<file path="src/rtl/spi_flash_prog.sv">
// Program/erase engine for the SPI boot flash: WREN, then sector erase or page
// program, then Read Status polling until WIP clears. SPI mode 0, MSB first.
module spi_flash_prog #(
    parameter int          CKDIV   = 2,
    parameter logic [23:0] TIMEOUT = 24'hFFFFFF
) (
    input  logic        C25M,
    input  logic        RES,
    input  logic        Start,
    input  logic        Op,
    input  logic [23:0] Addr,
    input  logic [8:0]  Len,
    input  logic [7:0]  Din,
    input  logic        DinValid,
    output logic        DinReady,
    output logic        Busy,
    output logic        Done,
    output logic        Err,
    output logic [7:0]  Status,
    output logic        nFCS,
    output logic        FCK,
    output logic        MOSI,
    input  logic        MISO,
    output logic [2:0]  dbgState
);

    typedef enum logic [2:0] {
        IDLE, WREN, GAP1, CMD, DATA, GAP2, POLL, FIN
    } state_t;

    localparam int DW = (CKDIV > 1) ? $clog2(4 * CKDIV) : 2;
    localparam logic [DW-1:0] DIV_LAST = DW'(CKDIV - 1);
    localparam logic [DW-1:0] GAP_LAST = DW'(4 * CKDIV - 1);
    localparam logic [DW-1:0] DIV_ONE  = DW'(1);

    state_t        state, stateN;
    logic          ncs, ncsN;
    logic          fck, fckN;
    logic [31:0]   shReg, shRegN;
    logic [5:0]    bitsLeft, bitsLeftN;
    logic [DW-1:0] divCnt, divCntN;
    logic          tail, tailN;
    logic          opReg, opRegN;
    logic [23:0]   addrReg, addrRegN;
    logic [8:0]    lenReg, lenRegN;
    logic [8:0]    byteCnt, byteCntN;
    logic [7:0]    statReg, statRegN;
    logic [7:0]    rxReg, rxRegN;
    logic [2:0]    rxCnt, rxCntN;
    logic          statusPhase, statusPhaseN;
    logic          pollDone, pollDoneN;
    logic [23:0]   pollCnt, pollCntN;
    logic          errReg, errRegN;
    logic          doneReg, doneRegN;
    logic [9:0]    pageEnd;
    logic          reject;

    // A program must stay inside one 256-byte page, otherwise the flash wraps.
    assign pageEnd = {2'b00, Addr[7:0]} + {1'b0, Len};
    assign reject  = Op && ((Len == 9'd0) || (Len > 9'd256) || (pageEnd > 10'd256));

    // Handshake: a Din byte moves on any rising C25M edge where DinValid and
    // DinReady are both high; DinReady only rises with the shifter empty.
    assign DinReady = (state == DATA) && !tail && (bitsLeft == 6'd0);
    assign Busy     = (state != IDLE);
    assign Done     = doneReg;
    assign Err      = errReg;
    assign Status   = statReg;
    assign nFCS     = ncs;
    assign FCK      = fck;
    assign MOSI     = shReg[31] & ~ncs;
    assign dbgState = state;

    always_ff @(posedge C25M) begin
        if (RES) begin
            state       <= IDLE;
            ncs         <= 1'b1;
            fck         <= 1'b0;
            shReg       <= '0;
            bitsLeft    <= '0;
            divCnt      <= '0;
            tail        <= 1'b0;
            opReg       <= 1'b0;
            addrReg     <= '0;
            lenReg      <= '0;
            byteCnt     <= '0;
            statReg     <= '0;
            rxReg       <= '0;
            rxCnt       <= '0;
            statusPhase <= 1'b0;
            pollDone    <= 1'b0;
            pollCnt     <= '0;
            errReg      <= 1'b0;
            doneReg     <= 1'b0;
        end else begin
            state       <= stateN;
            ncs         <= ncsN;
            fck         <= fckN;
            shReg       <= shRegN;
            bitsLeft    <= bitsLeftN;
            divCnt      <= divCntN;
            tail        <= tailN;
            opReg       <= opRegN;
            addrReg     <= addrRegN;
            lenReg      <= lenRegN;
            byteCnt     <= byteCntN;
            statReg     <= statRegN;
            rxReg       <= rxRegN;
            rxCnt       <= rxCntN;
            statusPhase <= statusPhaseN;
            pollDone    <= pollDoneN;
            pollCnt     <= pollCntN;
            errReg      <= errRegN;
            doneReg     <= doneRegN;
        end
    end

    always_comb begin
        stateN       = state;
        ncsN         = ncs;
        fckN         = fck;
        shRegN       = shReg;
        bitsLeftN    = bitsLeft;
        divCntN      = divCnt;
        tailN        = tail;
        opRegN       = opReg;
        addrRegN     = addrReg;
        lenRegN      = lenReg;
        byteCntN     = byteCnt;
        statRegN     = statReg;
        rxRegN       = rxReg;
        rxCntN       = rxCnt;
        statusPhaseN = statusPhase;
        pollDoneN    = pollDone;
        pollCntN     = pollCnt;
        errRegN      = errReg;
        doneRegN     = 1'b0;

        case (state)
            IDLE: begin
                if (Start) begin
                    opRegN   = Op;
                    addrRegN = Addr;
                    lenRegN  = Len;
                    byteCntN = '0;
                    errRegN  = 1'b0;
                    if (reject) begin
                        // Rejected request: Done rises with the single Busy cycle.
                        errRegN  = 1'b1;
                        doneRegN = 1'b1;
                        stateN   = FIN;
                    end else begin
                        stateN    = WREN;
                        ncsN      = 1'b0;
                        fckN      = 1'b0;
                        shRegN    = {8'h06, 24'h0};
                        bitsLeftN = 6'd8;
                        divCntN   = '0;
                        tailN     = 1'b0;
                    end
                end
            end

            GAP1, GAP2: begin
                if (divCnt == GAP_LAST) begin
                    divCntN = '0;
                    ncsN    = 1'b0;
                    if (state == GAP1) begin
                        stateN    = CMD;
                        shRegN    = {(opReg ? 8'h02 : 8'h20), addrReg};
                        bitsLeftN = 6'd32;
                    end else begin
                        stateN       = POLL;
                        shRegN       = {8'h05, 24'h0};
                        bitsLeftN    = 6'd8;
                        statusPhaseN = 1'b0;
                        pollDoneN    = 1'b0;
                        rxCntN       = '0;
                        pollCntN     = '0;
                    end
                end else begin
                    divCntN = divCnt + DIV_ONE;
                end
            end

            WREN, CMD, DATA, POLL: begin
                if (state == POLL) begin
                    pollCntN = pollCnt + 24'd1;
                end
                if ((state == POLL) && (pollCnt == TIMEOUT - 24'd1)) begin
                    errRegN = 1'b1;
                    stateN  = FIN;
                    ncsN    = 1'b1;
                    fckN    = 1'b0;
                    shRegN  = '0;
                    tailN   = 1'b0;
                end else if (tail) begin
                    // Chip-select hold after the final FCK fall of a command.
                    if (divCnt == DIV_LAST) begin
                        ncsN    = 1'b1;
                        tailN   = 1'b0;
                        divCntN = '0;
                        if (state == WREN) begin
                            stateN = GAP1;
                        end else if (state == POLL) begin
                            stateN = FIN;
                        end else begin
                            stateN = GAP2;
                        end
                    end else begin
                        divCntN = divCnt + DIV_ONE;
                    end
                end else if ((state == DATA) && (bitsLeft == 6'd0)) begin
                    if (DinValid) begin
                        shRegN    = {Din, 24'h0};
                        bitsLeftN = 6'd8;
                        divCntN   = '0;
                        byteCntN  = byteCnt + 9'd1;
                    end
                end else if (!fck) begin
                    if (divCnt == DIV_LAST) begin
                        fckN    = 1'b1;
                        divCntN = '0;
                        if (statusPhase) begin
                            rxRegN = {rxReg[6:0], MISO};
                            rxCntN = rxCnt + 3'd1;
                            if (rxCnt == 3'd7) begin
                                statRegN = {rxReg[6:0], MISO};
                                if (!MISO) begin
                                    pollDoneN = 1'b1;
                                end
                            end
                        end
                    end else begin
                        divCntN = divCnt + DIV_ONE;
                    end
                end else begin
                    if (divCnt == DIV_LAST) begin
                        fckN      = 1'b0;
                        divCntN   = '0;
                        shRegN    = {shReg[30:0], 1'b0};
                        bitsLeftN = bitsLeft - 6'd1;
                        if (bitsLeft == 6'd1) begin
                            case (state)
                                WREN: tailN = 1'b1;
                                CMD: begin
                                    if (opReg) begin
                                        stateN = DATA;
                                    end else begin
                                        tailN = 1'b1;
                                    end
                                end
                                DATA: begin
                                    if (byteCnt == lenReg) begin
                                        tailN = 1'b1;
                                    end
                                end
                                default: begin
                                    // Status bytes keep clocking with MOSI low until WIP clears.
                                    if (pollDone) begin
                                        tailN = 1'b1;
                                    end else begin
                                        bitsLeftN    = 6'd8;
                                        statusPhaseN = 1'b1;
                                    end
                                end
                            endcase
                        end
                    end else begin
                        divCntN = divCnt + DIV_ONE;
                    end
                end
            end

            FIN: begin
                stateN   = IDLE;
                ncsN     = 1'b1;
                fckN     = 1'b0;
                shRegN   = '0;
                tailN    = 1'b0;
                // A reject already pulsed Done on entry; a real operation pulses it now.
                doneRegN = !doneReg;
            end

            default: begin
                stateN = IDLE;
            end
        endcase
    end

endmodule

</file>
<file path="config.mk">
export PLATFORM = sky130hd
export DESIGN_NAME = spi_flash_prog
export DESIGN_NICKNAME = d
export VERILOG_FILES = /design/src/rtl/spi_flash_prog.sv
export SDC_FILE = /design/constraint.sdc
export NUM_CORES = 1
export LEC_CHECK = 0
export BUFFER_PORTS_ARGS = -buffer_cell sky130_fd_sc_hd__buf_2
export CORE_MARGIN = 8
export CORE_UTILIZATION = 23
export CTS_CLUSTER_SIZE = 25
export DETAILED_ROUTE_END_ITERATION = 7
export HOLD_SLACK_MARGIN = 0.06
export PLACE_DENSITY_LB_ADDON = 0.3
export SYNTH_ARGS = -nofsm -noshare
export SYNTH_HDL_FRONTEND = slang
export SYNTH_SLANG_ARGS = --single-unit
</file>
<file path="constraint.sdc">
create_clock -name C25M -period 8.6 [get_ports C25M]
set_input_delay 1.72 -clock C25M [delete_from_list [all_inputs] [get_ports C25M]]
set_output_delay 1.72 -clock C25M [all_outputs]
set_load 0.005 [all_outputs]
</file>
==> impl_metrics.toml <==
[run_status]
outcome = "finished clean"

[floorplanning]
ioPinCount = 65
core_mm2 = 0.0286
floorplan.die_area_mm2 = 0.0346
start_util_pct = 23.2
fp.dieH_um = 186
rows = 62
die_w_um = 186

[setup_path]
crit_arrival_ps = 4860
critPathMaxStageDelay_ps = 960
end_kind = "register"
reg2reg_to = "Status[6]"
r2r_slack_ps = 5220
critPathSlowestCell = "a31oi_2"
ff2ff_path_depth = 8
cp_max_fo = 24
worstPathCellList = "buf_2 > ha_1 > inv_1 > fa_1 > nand2b_1 > a21oi_1 > o21ai_0 > a22o_1 > a211o_1 > a31oi_2 > o2bb2ai_1"
crit_path_start = "Addr[0]"
worstSetupPathType = "in2reg"
cp_num_buf_inv = 2
path_depth = 11
crit_path_end = "shReg[21]"
worst_setup_path_start_kind = "input port"
rr_startpoint = "dbgState[1]"
critPathTopFamily = "compound AO/OA/AOI/OAI gates"
worstPathRequired_ps = 8930

[clocking]
cts_sinks = 136
clock_latency_ps = 430
cts_buffers = 17
clk_pin_slew_ps = 60
clockBufferDepth = 2
cts_tree = "yes"
root_buffer = "clkbuf_16"
ctsResizeCount = 0
htreeDepth = 4
cts_hold_buf = 0
cts_setup_buffers = 0

[placement]
gp_congestion = 0.789
pre_cts_ws_ps = 3650
port_buffers = 64
dp_hpwl_mm = 12.9

[sta]
period_share_pct = 52.7
fmax_ghz = 0.221
hold_ws_ps = 451
worst_slew_pin_slew_ps = 1270
maxSlewHeadroom_pct = 15.3
finalSetupViolCount = 0
setup_ws_ps = 4070
slew_viol_final = 0
finClkSkew_ps = 16.0
tns_ps = 0
rsz0062_at_grt = "false"
finalHoldViolCount = 0
period_minus_slack_ps = 4530

[cells_and_area]
area_delta_synth_final_pct = 19.7
fill_cells = 3124
insertedDiodeCount = 0
drive_gt1_share_pct = 15.4
layout.nets = 902

[logic_synthesis]
synth_simple_gate_area_share_pct = 21.4
synth_cells = 787
synth_seq_cells = 136
synth_edf_count = 0
avgSynthCellArea_um2 = 8.45
synth.distinct_cells = 69
yosysTopAreaCellShare_pct = 40.9
yosys_warnings = 0
synthMuxAreaShare_pct = 1.07
synth_area_leader_cell = "dfxtp_1"
synth_fa_ha_area_share_pct = 3.88
synth_top_family_by_area = "compound AO/OA/AOI/OAI gates"
syn_area_mm2 = 0.00665
synth-xor-area-share_pct = 5.66
synth_area_leaders = "dfxtp_1 (41%), nand2_1 (6.7%), a21oi_1 (5.9%)"
ys_async_sr_fraction_pct = 0
synth_flop_cell = "dfxtp_1"
ys_seq_area_share_pct = 40.9
synth_compound_area_share_pct = 23.1
synth_fp_nets = 854

[power_and_ir_drop]
vdd_drop_max_uv = 132
static-leakage-power_uw = 0.00287
p_switching_uw = 1060
swShare_pct = 41.0
clockPowerShare_pct = 29.9
p_per_area_mw_per_mm2 = 324
comb_power_share_pct = 37.9
p_seq_share_pct = 32.2
p_int_uw = 1520

[route]
drc = 0
wl_per_cell_um = 14.9
wl_mm = 18.4
drt-vias-per-instance = 4.71
drt_iter0_drc = 381
drtAntennaViolNets = 0
dr.pass1.iters = 6
vias = 5797

[grt]
grt_max_degree = 55
grtUsageTotal_pct = 10.7
grt_pass1_vias = 5452
gr-total-overflow = 0
grt_pass1_wl_mm = 29.4
antenna_found_initial = 0

[worst_hold_path]
hold_class = "reg2reg"
hold_depth = 2

[flow_run]
maxCapViolCount = 0
-- kinds of logic (layout without fill, tap and decap cells) --
| family | after synthesis | after routing |
|---|---|---|
| AO/OA/AOI/OAI | 222 | 222 |
| AND/OR/NAND/NOR | 296 | 296 |
| XOR/XNOR | 43 | 43 |
| multiplexers | 7 | 7 |
| adder cells (fa/ha/maj) | 20 | 20 |
| buffers and inverters | 63 | 124 |
| flip-flops | 136 | 136 |
-- through the flow --
stage	instances	util [%]	total power, uW	area, um2
after floorplan	787	-	1550	6650
after global placement	1200	25.6	1830	7340
after detailed placement	1200	25.6	1830	7340
after CTS	1232	27.8	2610	7960
after global routing	1232	27.8	2770	7960
final	1232	27.8	2580	7960
-- placed cells by master (no fill, tap or decap), drive strengths merged, types with 6 or more instances in the layout --
cell type,count
dfxtp,136
nand2,119
a21oi,79
buf,70
nor2,67
inv,31
a22oi,29
xor2,26
o2bb2ai,25
nand3,24
ha,19
xnor2,17
clkbuf,17
a31oi,16
nand4,14
o21ai,13
nor3,13
a211oi,12
nor2b,9
or3,8
or2,7
and3,7
o211ai,6
mux2i,6
nor4,6
-- worst reg2reg max path, stage by stage (launching register included) --
cell and delay [ps]:
dfxtp_1 580, buf_4 280, nor3b_2 80, a31o_2 250, a31oi_4 820, and3_1 680
nand2_1 340, nand2_1 140, a21oi_1 70
-- worst min-delay path by stage --
| stage | start | endpoint | slack (ps) |
|---|---|---|---|
| finish | Status[0] | Status[0] | 450 |
| global route | Status[0] | Status[0] | 470 |
| CTS | Status[7] | Status[7] | 450 |
| detailed placement | Status[7] | Status[7] | 440 |
| global placement | Status[0] | Status[0] | 440 |
| floorplan | statusPhase | statusPhase | 430 |
-- synth_stat cells (all sizes together), types with 14 or more instances --
master and number:
dfxtp 136, nand2 119, a21oi 79, nor2 67, a22oi 29, clkbuf 28, xor2 26, o2bb2ai 25
nand3 24, inv 22, ha 19, xnor2 17, a31oi 16, nand4 14
-- final cells by class --
type                       instances  area [um2]  area share, %
clock buffer                      17         425           5.34
clock inverter                    15         201           2.53
inverter                          22        82.6           1.04
multi-input combinational        588        3680           46.3
sequential                       136        2720           34.2
tap                              384         480           6.03
timing repair buffer              70         365           4.59
-- power by group through the flow --
stage / clock (uW) / sequential [uW] / combinational [uW]
CTS: 793 / 832 / 989
floorplan: 0 / 814 / 735
global placement: 0 / 845 / 987
detailed placement: 0 / 845 / 982
finish: 773 / 832 / 978
global route: 822 / 848 / 1100
-- registers in the layout, indices dropped and copies added (netlist names) --
name         cells
rxReg            7
addrReg         24
Status           8
bitsLeft         6
byteCnt          9
statusPhase      1
shReg           32
dbgState         3
tail             1
Done             1
Err              1
pollDone         1
lenReg           9
nFCS             1
rxCnt            3
FCK              1
pollCnt         24
divCnt           3
opReg            1
-- layer usage --
layer | wire, um | global-route usage (%)
met4 | 173 | 3.52
met2 | 8060 | 16.1
met1 | 9380 | 14.8
met3 | 766 | 2.71
met5 | 0 | 0
(Power assumes the default switching activity.)
